`src/rtl/fft_bin_sequencer.sv`:
```
// Walks the dit_fft bin select through 0..7, waits a settle time per bin,
// captures the core outputs and hands each bin downstream as one beat.
module fft_bin_sequencer #(
   parameter int SETTLE = 2,
   parameter int W      = 12
) (
   input  logic         clk,
   input  logic         rst,
   input  logic         start,
   output logic [2:0]   sel,
   input  logic [W-1:0] fft_yr,
   input  logic [W-1:0] fft_yi,
   output logic         out_valid,
   input  logic         out_ready,
   output logic [W-1:0] out_re,
   output logic [W-1:0] out_im,
   output logic [2:0]   out_idx,
   output logic         busy,
   output logic         done,
   output logic [1:0]   dbg_state
);

   typedef enum logic [1:0] {
      ST_IDLE   = 2'd0,
      ST_SETTLE = 2'd1,
      ST_HOLD   = 2'd2,
      ST_DONE   = 2'd3
   } state_t;

   localparam logic [3:0] LP_CNT_LAST = 4'(SETTLE - 1);

   state_t         r_state;
   logic [3:0]     r_cnt;
   logic [2:0]     r_sel;
   logic           r_valid;
   logic [W-1:0]   r_re;
   logic [W-1:0]   r_im;
   logic [2:0]     r_idx;
   logic           r_busy;
   logic           r_done;

   // Output beat: transfers at an edge where out_valid && out_ready; while
   // out_valid is high and out_ready low, the beat and sel are held unchanged.
   always_ff @(posedge clk) begin
      if (rst) begin
         r_state <= ST_IDLE;
         r_cnt   <= 4'd0;
         r_sel   <= 3'd0;
         r_valid <= 1'b0;
         r_re    <= '0;
         r_im    <= '0;
         r_idx   <= 3'd0;
         r_busy  <= 1'b0;
         r_done  <= 1'b0;
      end else begin
         case (r_state)
            ST_IDLE: begin
               r_done <= 1'b0;
               if (start) begin
                  r_sel   <= 3'd0;
                  r_cnt   <= 4'd0;
                  r_busy  <= 1'b1;
                  r_state <= ST_SETTLE;
               end
            end
            ST_SETTLE: begin
               r_cnt <= r_cnt + 4'd1;
               // sel has been stable for SETTLE edges here; sample the core.
               if (r_cnt == LP_CNT_LAST) begin
                  r_re    <= fft_yr;
                  r_im    <= fft_yi;
                  r_idx   <= r_sel;
                  r_valid <= 1'b1;
                  r_state <= ST_HOLD;
               end
            end
            ST_HOLD: begin
               if (out_ready) begin
                  r_valid <= 1'b0;
                  if (r_sel == 3'd7) begin
                     r_done  <= 1'b1;
                     r_state <= ST_DONE;
                  end else begin
                     r_sel   <= r_sel + 3'd1;
                     r_cnt   <= 4'd0;
                     r_state <= ST_SETTLE;
                  end
               end
            end
            ST_DONE: begin
               r_done  <= 1'b0;
               r_busy  <= 1'b0;
               r_state <= ST_IDLE;
            end
            default: begin
               r_state <= ST_IDLE;
            end
         endcase
      end
   end

   assign sel       = r_sel;
   assign out_valid = r_valid;
   assign out_re    = r_re;
   assign out_im    = r_im;
   assign out_idx   = r_idx;
   assign busy      = r_busy;
   assign done      = r_done;
   assign dbg_state = r_state;

endmodule
```
`config.mk`:
```
export PLATFORM = sky130hd
export DESIGN_NAME = fft_bin_sequencer
export DESIGN_NICKNAME = d
export VERILOG_FILES = /design/src/rtl/fft_bin_sequencer.sv
export SDC_FILE = /design/constraint.sdc
export NUM_CORES = 1
export LEC_CHECK = 0
export CAP_MARGIN = 20
export CORE_MARGIN = 2
export CORE_UTILIZATION = 35
export DETAILED_ROUTE_END_ITERATION = 8
export HOLD_SLACK_MARGIN = 0.1
export PLACE_DENSITY = 0.66
export SLEW_MARGIN = 20
export SYNTH_ARGS = -nofsm -noshare
export SYNTH_HDL_FRONTEND = slang
export SYNTH_SLANG_ARGS = --single-unit
```
`constraint.sdc`:
```
create_clock -name clk -period 2.35 [get_ports clk]
set_input_delay 0.47 -clock clk [delete_from_list [all_inputs] [get_ports clk]]
set_output_delay 0.47 -clock clk [all_outputs]
set_load 0.005 [all_outputs]
```
# After elaboration in Yosys (flattened, before gate mapping)
# Index checks and enable logic that the tools add are counted.
# classes
add_sub_neg,2
reduce_logical,14
mux,21
n_eq_ne,10
# op_table
op,n
$mux W4,3
$pmux W4 S3,1
$ne A2 B2 Y1 const B,5
$mux W3,3
$reduce_and A3 Y1,3
$mux W2,4
$pmux W2 S4,1
$reduce_and A4 Y1,2
$reduce_bool A2 Y1,4
$pmux W1 S2,3
$pmux W3 S2,1
$mux W1,5
$add A4 B1 Y4 const B,1
$eq A2 B2 Y1 const B,2
$eq A4 B1 Y1 const B,1
$reduce_and A2 Y1,2
$add A3 B1 Y3 const B,1
$eq A3 B3 Y1 const B,1
$reduce_bool A3 Y1,1
$eq A2 B1 Y1 const B,1
$logic_not A2 Y1,1
$reduce_or A2 Y1,1
# totals
input_bits,28
output_inout_bits,35
wordCells,56
ff_bits,39

# Depth between registers and ports, before layout
# depth
ltp_word,4
depth_mapped,8
mapped_depth_nobuf,6

# Worst setup path before layout
# OpenSTA, ideal clock, no wires.
# synth_path
path_type,reg2reg
from,"reg r_state[0], in the netlist dbg_state[0]"
to,reg r_cnt[3]
stages_incl_launch_ff,7
setup_ns,0.070
slack_ns,0.684
synth_period_minus_slack_ns,1.666
n_path_buf,0
t_required_ns,2.280
arrival_time_ns,1.596
path_cell_list,dfxtp_1 inv_1 ha_1 nand2_2 nand4b_4 or4_1 a21oi_1
# synth_between
elab_chain_len,3
word_cells_on_any_way,9
classes_between,eq/ne: 5; mux: 1; reduce/logical: 3
# synth_rtl
element,line,text
start: declaration,32,state_t r_state;
start signal: assignment,46,r_state <= ST_IDLE;
start signal: assignment,63,r_state <= ST_SETTLE;
start signal: assignment,74,r_state <= ST_HOLD;
"$eq A2 B2 Y1, or another cell as far along",56,case (r_state)
$ne A2 B2 Y1 (no line) or $reduce_bool A3 Y1 (tied branches),n/a,
$reduce_and A4 Y1 (no line),n/a,
end signal: assignment,67,r_cnt <= r_cnt + 4'd1;
end: declaration,33,logic [3:0] r_cnt;
# Parallel ways exist; a longest one is shown, timed or not.
# A chain may end at the register's enable or synchronous reset.

# Worst setup path in the final report
# Ends and elaborated chain as after synthesis.

==> summary.md <==
| Metric | Value |
|---|---|
| Synth unique cells | `30` |
| Worst-path cell chain | `inv_1 -> ha_1 -> nand2_2 -> nand4b_4 -> or4_1 -> a21oi_1` |
| Vias per cell | `4.62` |
| WHS | `455 ps` |
| Post-layout nets | `296` |
| Fill cell count | `430` |
| Cell Count, Final, Fillers Out | `311` |
| Max Root-Sink Buffers | `2` |
| CP Buf/Inv Count | `1` |
| Largest net degree at the start of global routing | `40` |
| Max VDD drop | `433 uV` |
| Skew-Pair Late Insertion Delay | `290 ps` |
| Hold Path Class | `flip-flop to flip-flop` |
| Core footprint | `4410 sq um` |
| Yosys top cell by area | `dfxtp_1` |
| Initial antenna violation count | `0` |
| HPWL after DPL | `2560 um` |
| Max H-tree Level | `2` |
| Vias in the first global route | `1,393` |
| Commonest cells after routing, fill and taps aside | `clkdlybuf4s50_1, nand2_1, dfxtp_1` |
| Dpl cells | `303` |
| Top cells by area, synth | `dfxtp_1, nand2_1, a21oi_1, ha_1, nor2_1` |
| ANT nets after route | `0` |
| Crit path capture type | `flip-flop` |
| # resized after CTS | `0` |
| Post-Syn Nets | `231` |
| CP Class | `flip-flop to flip-flop` |
| Starting density of the core | `0.370` |
| Reg area | `781 sq um` |
| Mapped Cells | `193` |
| DRC viols | `0` |
| RR Startpoint | `dbg_state[0]` |
| DIE AREA | `5230 sq um` |
| Status | `completed` |
| Yosys Warn Count | `0` |
| All-Layer GR Usage | `0.154` |
| CP max-delay cell | `or4_1` |
| DRT Pass-1 Iters | `4` |
| Row count | `24` |
| Fmax | `549 MHz` |
| Synthesized area per cell | `8.47 sq um` |
| Setup violators final | `0` |
| Hold_buf cts | `0` |
| First-pass GRT wire length | `6240 um` |
| CTS sink count | `39` |
| Vias | `1,437` |
| Post-Synthesis Cell Area | `1630 sq um` |
| Die Wd | `72.3 um` |
| Worst Tran Pin Value | `423 ps` |
| Setup TNS | `0 ps` |
| Wirelength per Cell | `11.7 um` |
| Min-delay src | `out_im[2]` |
| Setup Fix Bufs, Post-CTS | `0` |
| WP data required | `2570 ps` |
| Yosys reg bits | `39` |
| Critical Path AT | `2050 ps` |
| RSZ-0062 raised after global routing | `false` |
| Top delay family on crit path | `simple AND/OR/NAND/NOR gates` |
| Slew margin rel. | `0.718` |
| Die Ht | `72.3 um` |
| Crit path time final | `1820 ps` |
| Setup Skew | `4.55 ps` |
| Setup crit start | `dbg_state[0]` |
| Reg clk slew, reported paths | `70 ps` |
| Port Buffer Count | `62` |
| CTS Buf Count | `5` |
| CP max FO | `8` |
| Num ports | `63` |
| Multi-input gate area | `785 sq um` |
| Most common cell after layout, fill and taps aside | `clkdlybuf4s50_1` |
| Maxcap violations | `0` |
| Iteration-0 DRC Markers | `73` |
| Worst setup SP type | `flip-flop` |
| Ant diodes | `0` |
| Fin crit share | `0.776` |
| Area grow syn2layout | `46.4%` |
| GRT overflow | `0` |
| Root Buffer | `clkbuf_8` |
| Total wire length | `3640 um` |
| TritonCTS clock tree | `done` |
| Leakage Power | `0.866 nW` |
| Share of cells above drive strength 1 | `0.0734` |
| Sequential-to-total area share from yosys stat | `0.478` |
| Final Slew Violations | `0` |
| Synth top area share | `0.478` |
| Worst path max stage delay | `480 ps` |
| P per Cell Area | `717 nW/um^2` |
| Routability cong. | `0.757` |
| Final hold viol count | `0` |
## tightest hold or removal path, cell delays in order (launching register included)
cell and delay (ps):
dfxtp_1 310, nand2_1 50, a21oi_1 50
## layout make-up
| type | count | share of cell area |
|---|---|---|
| multi-input combinational | 140 | 0.328 |
| sequential | 39 | 0.326 |
| timing repair buffer | 67 | 0.275 |
| clock buffer | 6 | 0.0303 |
| tap | 52 | 0.0272 |
| inverter | 5 | 0.00785 |
| clock inverter | 2 | 0.00523 |
## cell families after synthesis
family                     synth area share
and+or+nand+nor                       0.240
AOI/OAI and AO/OA                     0.158
DFF                                   0.478
buffers and inverters                0.0421
adders and majority gates            0.0766
muxes                               0.00613
## report_power, final
part           switching (W)  internal (W)
Clock               0.000229      0.000207
Combinational       0.000250      0.000262
Sequential         0.0000485      0.000718
## metrics by stage
step	setup WS, ps	util	instance area (sq um)	total power (W)
after floorplan	684	-	1630	0.00107
after global placement	418	0.523	2310	0.00129
after detailed placement	393	0.523	2310	0.00130
after CTS	531	0.542	2390	0.00174
after global routing	389	0.542	2390	0.00185
final	527	0.542	2390	0.00172
## state kept, by name (all words and copies together), names as in the netlist
register	flops
out_im	12
done	1
out_idx	3
out_re	12
busy	1
r_cnt	4
out_valid	1
sel	3
dbg_state	2
## routing by layer
layer,vias to the layer above,GRT usage,wire length [um]
li1,769,-,-
met1,618,0.189,1660
met2,44,0.236,1610
met3,6,0.0681,320
met4,0,0.0566,55
met5,-,0,0
## Yosys cell counts
cell type,n
nand2_1,57
dfxtp_1,39
a21oi_1,33
ha_1,10
nor2_1,9
clkbuf_1,5
inv_1,5
o21ai_0,4
buf_4,3
a211oi_1,2
a22oi_1,2
and2_1,2
nand3_1,2
nor2b_1,2
or3_1,2
or4_1,2
a21o_1,1
a2bb2oi_1,1
and2b_2,1
and3_2,1
dlygate4sd1_1,1
mux2i_1,1
nand2_2,1
nand2b_2,1
nand2b_4,1
nand4b_4,1
nor3b_2,1
o2111ai_1,1
o211a_1,1
o211ai_1,1
## path summary, 6_finish.rpt
kind          endpoint  slack [ps]  cells past startpoint
max           r_cnt[3]         530                      6
min          out_im[2]         450                      2
max reg2reg   r_cnt[3]         530                      6
min reg2reg  out_im[2]         450                      2
No activity file was read; power rests on OpenSTA's default activity.
